[src/rtl/moka_rv32i_sc_trace_tx.sv]
// Commit-trace transmitter: captures retired-instruction records into a small FIFO
// and streams each record as 4 or 5 32-bit words over a valid/ready interface.
module moka_rv32i_sc_trace_tx #(
  parameter int DATA_WIDTH = 32,
  parameter int DEPTH      = 4
) (
  input  logic                  clk,
  input  logic                  rst_n,
  input  logic                  commit_en,
  input  logic [DATA_WIDTH-1:0] pc,
  input  logic [DATA_WIDTH-1:0] instruction,
  input  logic                  RegWrite,
  input  logic [4:0]            rd,
  input  logic [DATA_WIDTH-1:0] WD3,
  input  logic                  MemWrite,
  input  logic [DATA_WIDTH-1:0] ALUResult,
  input  logic [DATA_WIDTH-1:0] RD2,
  output logic                  stall_req,
  output logic [DATA_WIDTH-1:0] tx_data,
  output logic                  tx_valid,
  input  logic                  tx_ready,
  output logic                  tx_last,
  output logic [15:0]           drop_cnt
);

  localparam int PW = (DEPTH > 1) ? $clog2(DEPTH) : 1;
  localparam int CW = $clog2(DEPTH + 1);

  typedef enum logic [2:0] {IDLE, S_PC, S_INSTR, S_HDR, S_D0, S_D1} state_e;

  state_e                state_q, state_d;
  logic [CW-1:0]         count_q, count_d;
  logic [PW-1:0]         wrPtr_q, rdPtr_q;
  logic [15:0]           seq_q;
  logic                  ovfPend_q;
  logic [15:0]           dropCnt_q;

  logic [DATA_WIDTH-1:0] pcMem    [DEPTH];
  logic [DATA_WIDTH-1:0] instrMem [DEPTH];
  logic [DATA_WIDTH-1:0] hdrMem   [DEPTH];
  logic [DATA_WIDTH-1:0] d0Mem    [DEPTH];
  logic [DATA_WIDTH-1:0] d1Mem    [DEPTH];
  logic                  mwMem    [DEPTH];

  logic                  push, drop, pop, moreAfterPop;
  logic [DATA_WIDTH-1:0] hdrWord, d0Word;

  // Acceptance looks only at the registered count, so a same-edge pop never frees a slot.
  assign push         = commit_en & (count_q < CW'(DEPTH));
  assign drop         = commit_en & ~push;
  assign moreAfterPop = (count_q > CW'(1));
  assign stall_req    = (count_q == CW'(DEPTH));
  assign drop_cnt     = dropCnt_q;

  assign hdrWord = {MemWrite, RegWrite, ovfPend_q, rd, 8'h00, seq_q};
  assign d0Word  = MemWrite ? ALUResult : (RegWrite ? WD3 : '0);

  always_ff @(posedge clk) begin
    if (push) begin
      pcMem[wrPtr_q]    <= pc;
      instrMem[wrPtr_q] <= instruction;
      hdrMem[wrPtr_q]   <= hdrWord;
      d0Mem[wrPtr_q]    <= d0Word;
      d1Mem[wrPtr_q]    <= RD2;
      mwMem[wrPtr_q]    <= MemWrite;
    end
  end

  always_comb begin
    count_d = count_q;
    case ({push, pop})
      2'b10:   count_d = count_q + CW'(1);
      2'b01:   count_d = count_q - CW'(1);
      default: count_d = count_q;
    endcase
  end

  always_ff @(posedge clk or negedge rst_n) begin
    if (!rst_n) begin
      state_q   <= IDLE;
      count_q   <= '0;
      wrPtr_q   <= '0;
      rdPtr_q   <= '0;
      seq_q     <= '0;
      ovfPend_q <= 1'b0;
      dropCnt_q <= '0;
    end else begin
      state_q <= state_d;
      count_q <= count_d;
      if (push) begin
        wrPtr_q   <= wrPtr_q + PW'(1);
        ovfPend_q <= 1'b0;
      end
      if (pop) begin
        rdPtr_q <= rdPtr_q + PW'(1);
      end
      if (commit_en) begin
        seq_q <= seq_q + 16'd1;
      end
      if (drop) begin
        ovfPend_q <= 1'b1;
        if (dropCnt_q != 16'hFFFF) begin
          dropCnt_q <= dropCnt_q + 16'd1;
        end
      end
    end
  end

  // Outputs depend only on state and the head slot, so they hold while tx_ready is low.
  always_comb begin
    state_d  = state_q;
    pop      = 1'b0;
    tx_valid = 1'b0;
    tx_last  = 1'b0;
    tx_data  = '0;
    case (state_q)
      IDLE: begin
        if (count_q != '0) state_d = S_PC;
      end
      S_PC: begin
        tx_valid = 1'b1;
        tx_data  = pcMem[rdPtr_q];
        if (tx_ready) state_d = S_INSTR;
      end
      S_INSTR: begin
        tx_valid = 1'b1;
        tx_data  = instrMem[rdPtr_q];
        if (tx_ready) state_d = S_HDR;
      end
      S_HDR: begin
        tx_valid = 1'b1;
        tx_data  = hdrMem[rdPtr_q];
        if (tx_ready) state_d = S_D0;
      end
      S_D0: begin
        tx_valid = 1'b1;
        tx_data  = d0Mem[rdPtr_q];
        tx_last  = ~mwMem[rdPtr_q];
        if (tx_ready) begin
          if (mwMem[rdPtr_q]) begin
            state_d = S_D1;
          end else begin
            pop     = 1'b1;
            state_d = moreAfterPop ? S_PC : IDLE;
          end
        end
      end
      S_D1: begin
        tx_valid = 1'b1;
        tx_data  = d1Mem[rdPtr_q];
        tx_last  = 1'b1;
        if (tx_ready) begin
          pop     = 1'b1;
          state_d = moreAfterPop ? S_PC : IDLE;
        end
      end
      default: state_d = IDLE;
    endcase
  end

endmodule

[config.mk]
export PLATFORM = sky130hd
export DESIGN_NAME = moka_rv32i_sc_trace_tx
export DESIGN_NICKNAME = d
export VERILOG_FILES = /design/src/rtl/moka_rv32i_sc_trace_tx.sv
export SDC_FILE = /design/constraint.sdc
export NUM_CORES = 1
export LEC_CHECK = 0
export CORE_MARGIN = 2
export CORE_UTILIZATION = 40
export DETAILED_ROUTE_END_ITERATION = 8
export SYNTH_ARGS = -nofsm -noshare
export SYNTH_HDL_FRONTEND = slang
export SYNTH_SLANG_ARGS = --single-unit
[constraint.sdc]
create_clock -name clk -period 5.8 [get_ports clk]
set_input_delay 0.87 -clock clk [delete_from_list [all_inputs] [get_ports clk]]
set_output_delay 0.87 -clock clk [all_outputs]
set_load 0.02 [all_outputs]
Word level (Yosys, flattened, before mapping). Memories as Yosys holds them, arrays and structs flattened. Cells that the tools add are included.

Logic and storage cells: 70. Memories: 6. RAM bits: 612. Output and inout bits: 51. Input port bits: 171. Memory bits (read-only): 0. Flip-flop bits (word level): 43. Latch bits: 0.

Bitwise operators: 4. Reductions and logical operators: 7. Eq/ne operators: 15. Div/mod/pow operators: 0. Shift-type cells: 0. Multiply operators: 0. Mux-type cells: 23. Order comparisons: 2. Add/subtract/negate cells: 6.

Memories: d0Mem (depth 4, width 32, read ports 1, clocked after Yosys merged registers in 0, wr ports 1, line 41) `logic [DATA_WIDTH-1:0] d0Mem [DEPTH];`; d1Mem (depth 4, width 32, read ports 1, clocked after Yosys merged registers in 0, wr ports 1, line 42) `logic [DATA_WIDTH-1:0] d1Mem [DEPTH];`; instrMem (depth 4, width 32, read ports 1, clocked after Yosys merged registers in 0, wr ports 1, line 39) `logic [DATA_WIDTH-1:0] instrMem [DEPTH];`; pcMem (depth 4, width 32, read ports 1, clocked after Yosys merged registers in 0, wr ports 1, line 38) `logic [DATA_WIDTH-1:0] pcMem [DEPTH];`; hdrMem (depth 4, width 24, read ports 1, clocked after Yosys merged registers in 0, wr ports 1, line 40) `logic [DATA_WIDTH-1:0] hdrMem [DEPTH];`; mwMem (depth 4, width 1, read ports 1, clocked after Yosys merged registers in 0, wr ports 1, line 43) `logic mwMem [DEPTH];`.

Operators by type and width (count): one-hot mux 32 bit (5 select lines) (1); two-way mux 32 bit (2); adder 16 x 1 -> 16 bit (second input constant) (2); two-way mux 3 bit (7); one-hot mux 3 bit (6 select lines) (1); != test 16 bit (second input constant) (1); != test 2 bit (second input constant) (6); == test 3 bit (second input constant) (3); two-way mux 1 bit (9); == test 3 x 2 -> 1 bit (second input constant) (2); one-hot mux 3 bit (2 select lines) (1); AND reduction 6 bit (1); OR reduction 5 bit (1); adder 2 x 1 -> 2 bit (second input constant) (2); one-hot mux 1 bit (2 select lines) (2); nonzero test 2 bit (2); adder 3 x 1 -> 3 bit (second input constant) (1); == test 3 x 1 -> 1 bit (second input constant) (1); greater-than comparator 3 x 1 -> 1 bit (second input constant) (1); zero test 3 bit (1); < comparator 3 bit (second input constant) (1); nonzero test 3 bit (1); subtractor 3 x 1 -> 3 bit (second input constant) (1); AND 1 bit (2); other kinds (4) (5).

Depth between registers and ports, before layout. An unclocked memory read counts as a cell.

Depth in word-level cells: 6. Depth in mapped cells: 8. Gate-level depth less buffers: 8.

Worst setup path after synthesis. OpenSTA, ideal clock, no wires.

Kind: in2reg. Start: input port commit_en. End: memory d0Mem[0][0], enable pin. Arrival time: 4891 ps. Library setup time: 530 ps. Slack: 379 ps. Stages: 4. Buffers on the path: 2. Data required time: 5270 ps. Path through: buf_2 -> nor2b_1 -> clkbuf_1 -> and2_1.

Word-level cells in the longest chain between the ends: 3.

RTL lines: from (decl) (line 9) `input logic commit_en,`; AND 1 bit (line 49) `assign push = commit_en & (count_q < CW'(DEPTH));`; two-way mux 1 bit (line 59) `if (push) begin`; two-way mux 1 bit (implied by the code) (line 63) `d0Mem[wrPtr_q] <= d0Word;`; to (decl) (line 41).

Every way passes these cells.

Worst setup path after layout.
Start: register rdPtr_q[0]. End: output port tx_data[31].

Word-level cells in the longest chain between the ends: 2. Elaborated cells between the ends (all ways): 6. Classes of those cells: mux (1); memory (5).

RTL lines: from (decl) (line 33) `logic [PW-1:0] wrPtr_q, rdPtr_q;`; from (signal assigned) (line 95) `rdPtr_q <= rdPtr_q + PW'(1);`; memory (4 x 32 bit), or another cell as far along; one-hot mux 32 bit (5 select lines) * (line 116) `case (state_q)`; to (decl) (line 19) `output logic [DATA_WIDTH-1:0] tx_data,`.

Mark *: on every way between the ends. The rest lies on a longest branch, timed or not.

==> results_dict.tcl <==
set metrics [dict create \
    status "completed" \
    grt_pass1_wl_um 88300 \
    num_antenna_cells 0 \
    layout_common_cells "edfxtp_1, clkdlybuf4s50_1, mux2i_1, clkbuf_16, mux4_2" \
    clock_skew_ns 0.0223 \
    cts.sinks 651 \
    vias_per_cell 5.32 \
    wl_um 59500 \
    synth_flop_cell "edfxtp_1" \
    rows 92 \
    fp.dieW_um 258 \
    clock.fmax_ghz 0.202 \
    cp.arrival_ns 4.08 \
    slew_headroom_pct 31.5 \
    dr_total_vias 13546 \
    syn_area_um2 25700 \
    setup_viol 0 \
    htree_levels 3 \
    ant_nets 0 \
    clk_pin_slew_ns 0.06 \
    ir_drop_mv 0.461 \
    drv_cap 0 \
    hold_path.class "primary input to asynchronous set/reset pin" \
    report.final.slew_viol_count 0 \
    finalCritPeriodShare_pct 85.4 \
    layout_commonest_cell "edfxtp_1" \
    syn_inst 1401 \
    regToRegStartpoint "rdPtr_q[0]$_DFFE_PN0P_" \
    grt_pass1_vias 13920 \
    start_kind "flop" \
    synth_top_cell_by_area "edfxtp_1" \
    power.density_nw_per_um2 471 \
    gr-total-overflow 0 \
    ys_seq_elements 651 \
    drcViolationCount 0 \
    final_cell_area_um2 31300 \
    cts_made_buffers 69 \
    antenna_found_initial 0 \
    hold_ws_ns 0.381 \
    pin_count 222 \
    multi_input_area_um2 6040 \
    yosysWarnings 0 \
    track_usage_pct 17.8 \
    worst_slack_ns 0.848 \
    max_stage_delay_ns 0.91 \
    design.die.area_um2 66400 \
    worst_slew_pin_slew_ns 1.03 \
    root_buffer "clkbuf_16" \
    ys_seq_area_share_pct 75.1 \
    path_class "flop to output pin" \
    fin_tns_setup_ns 0 \
    final_util_pct 49.5 \
    async_flop_share_pct 6.61 \
    cts_setup_buffers 0 \
    placed_area_um2 29000 \
    hpwlAfterDp_um 36900 \
    post_cts_resized 0 \
    hold_buffers 0 \
    hold_viol_final 0 \
    seq_area_um2 19300 \
    yosys-top-cells-area "edfxtp_1, mux2i_1, mux4_2, dfrtp_1, o22ai_1" \
    cp_max_fo 36 \
    synth_top_area_share_pct 70.9 \
    avgSynthCellArea_um2 18.4 \
    slowest_stage "dfrtp_4" \
    drt_pre_antenna_iters 5 \
    cp_cell_sequence "buf_4 > mux4_2 > a211oi_1 > a21oi_1 > clkdlybuf4s50_1" \
    final_nets 1831 \
    fp.coreArea_um2 63300 \
    grt_max_degree 89 \
    clock_path_buffers 3 \
    ys_types 50 \
    synth_edf_count 608 \
    clk_latency_ns 0.60 \
    dpl_worst_slack_ns 1.23 \
    routedWlPerCell_um 23.3 \
    area_delta_synth_final_pct 21.6 \
    place_congestion 0.742 \
    io_buffers 221 \
    synth_nets 1585 \
    drive_gt1_share_pct 12.6 \
    endpoint_kind "output pin" \
    cts_tree "yes" \
    drt_iter0_markers 1066 \
    die_h_um 258 \
    fill_cells 5211 \
    startpoint "rdPtr_q[0]$_DFFE_PN0P_" \
    power_leakage_uw 0.00993 \
    start_util_pct 40.7 \
    min_period_ns 4.95 \
    required_ns 4.93 \
    rsz0062_at_grt "no" \
]
per-layer routing:
layer | share of wire [%] | vias to the layer above | global-route usage [%]
met4 | 2.1 | 0 | 5.44
met1 | 43 | 6929 | 24.0
li1 | - | 6176 | -
met5 | 0 | - | 0
met2 | 50 | 361 | 29.6
met3 | 5.0 | 80 | 3.10
metrics by stage:
| step | std cells | power, uW |
|---|---|---|
| floorplan | 1401 | 8960 |
| global placement | 2422 | 10500 |
| detailed placement | 2422 | 10500 |
| CTS | 2547 | 15000 |
| global route | 2547 | 15400 |
| finish | 2547 | 14700 |
worst paths after layout:
kind | to | cells after the start | slack (ns)
min reg2reg | drop_cnt[15]$_DFFE_PN0P_ | 1 | 0.52
max reg2reg | count_q[2]$_DFFE_PN0P_ | 7 | 2.08
min | state_q[2]$_DFFE_PN0P_ | 2 | 0.38
max in group asynchronous | rdPtr_q[1]$_DFFE_PN0P_ | 2 | 4.94
max | tx_data[31] | 5 | 0.85
min in group clk | drop_cnt[15]$_DFFE_PN0P_ | 1 | 0.52
Yosys cell counts (30+ instances only):
cell      count
a21oi_1      47
a22o_1       33
a22oi_1      30
buf_2        38
clkbuf_1     36
dfrtp_1      43
edfxtp_1    608
mux2i_1     193
mux4_2       59
nand2_1      42
nand3_1      30
o22ai_1      54
registers in the layout (all words and copies together) (netlist names):
register / flops
count_q: 3
d0Mem: 128
d1Mem: 128
drop_cnt: 16
hdrMem: 96
instrMem: 128
ovfPend_q: 1
pcMem: 128
rdPtr_q: 2
seq_q: 16
state_q: 3
wrPtr_q: 2
critical path: cells and delay by family (launching register included):
family / cells / cell delay (ns)
buffers and inverters: 2 / 1.23
DFF: 1 / 0.91
AOI/OAI and AO/OA: 2 / 0.63
muxes: 1 / 0.58
where the power goes:
group	total (uW)	leakage [uW]	internal (uW)	switching [uW]
combinational	4020	0.00270	1670	2350
sequential	6320	0.00611	5940	377
clock	4390	0.00113	2640	1750
total	14700	0.00993	10300	4480
cells by family after synthesis:
kind of cell,share of synthesized area (%)
fa+ha+maj,0.632
flops,75.1
simple gates,2.93
mux,12.8
xor+xnor,1.19
compound gates,5.81
buf+inv,1.57
layout make-up:
type | instances | share of cell area, %
Multi-Input combinational cell | 659 | 19.3
Clock buffer | 86 | 6.05
Timing Repair Buffer | 254 | 8.14
Clock inverter | 39 | 1.22
Sequential cell | 651 | 61.8
Inverter | 12 | 0.144
Tap cell | 846 | 3.38
(Power assumes the default switching activity.)
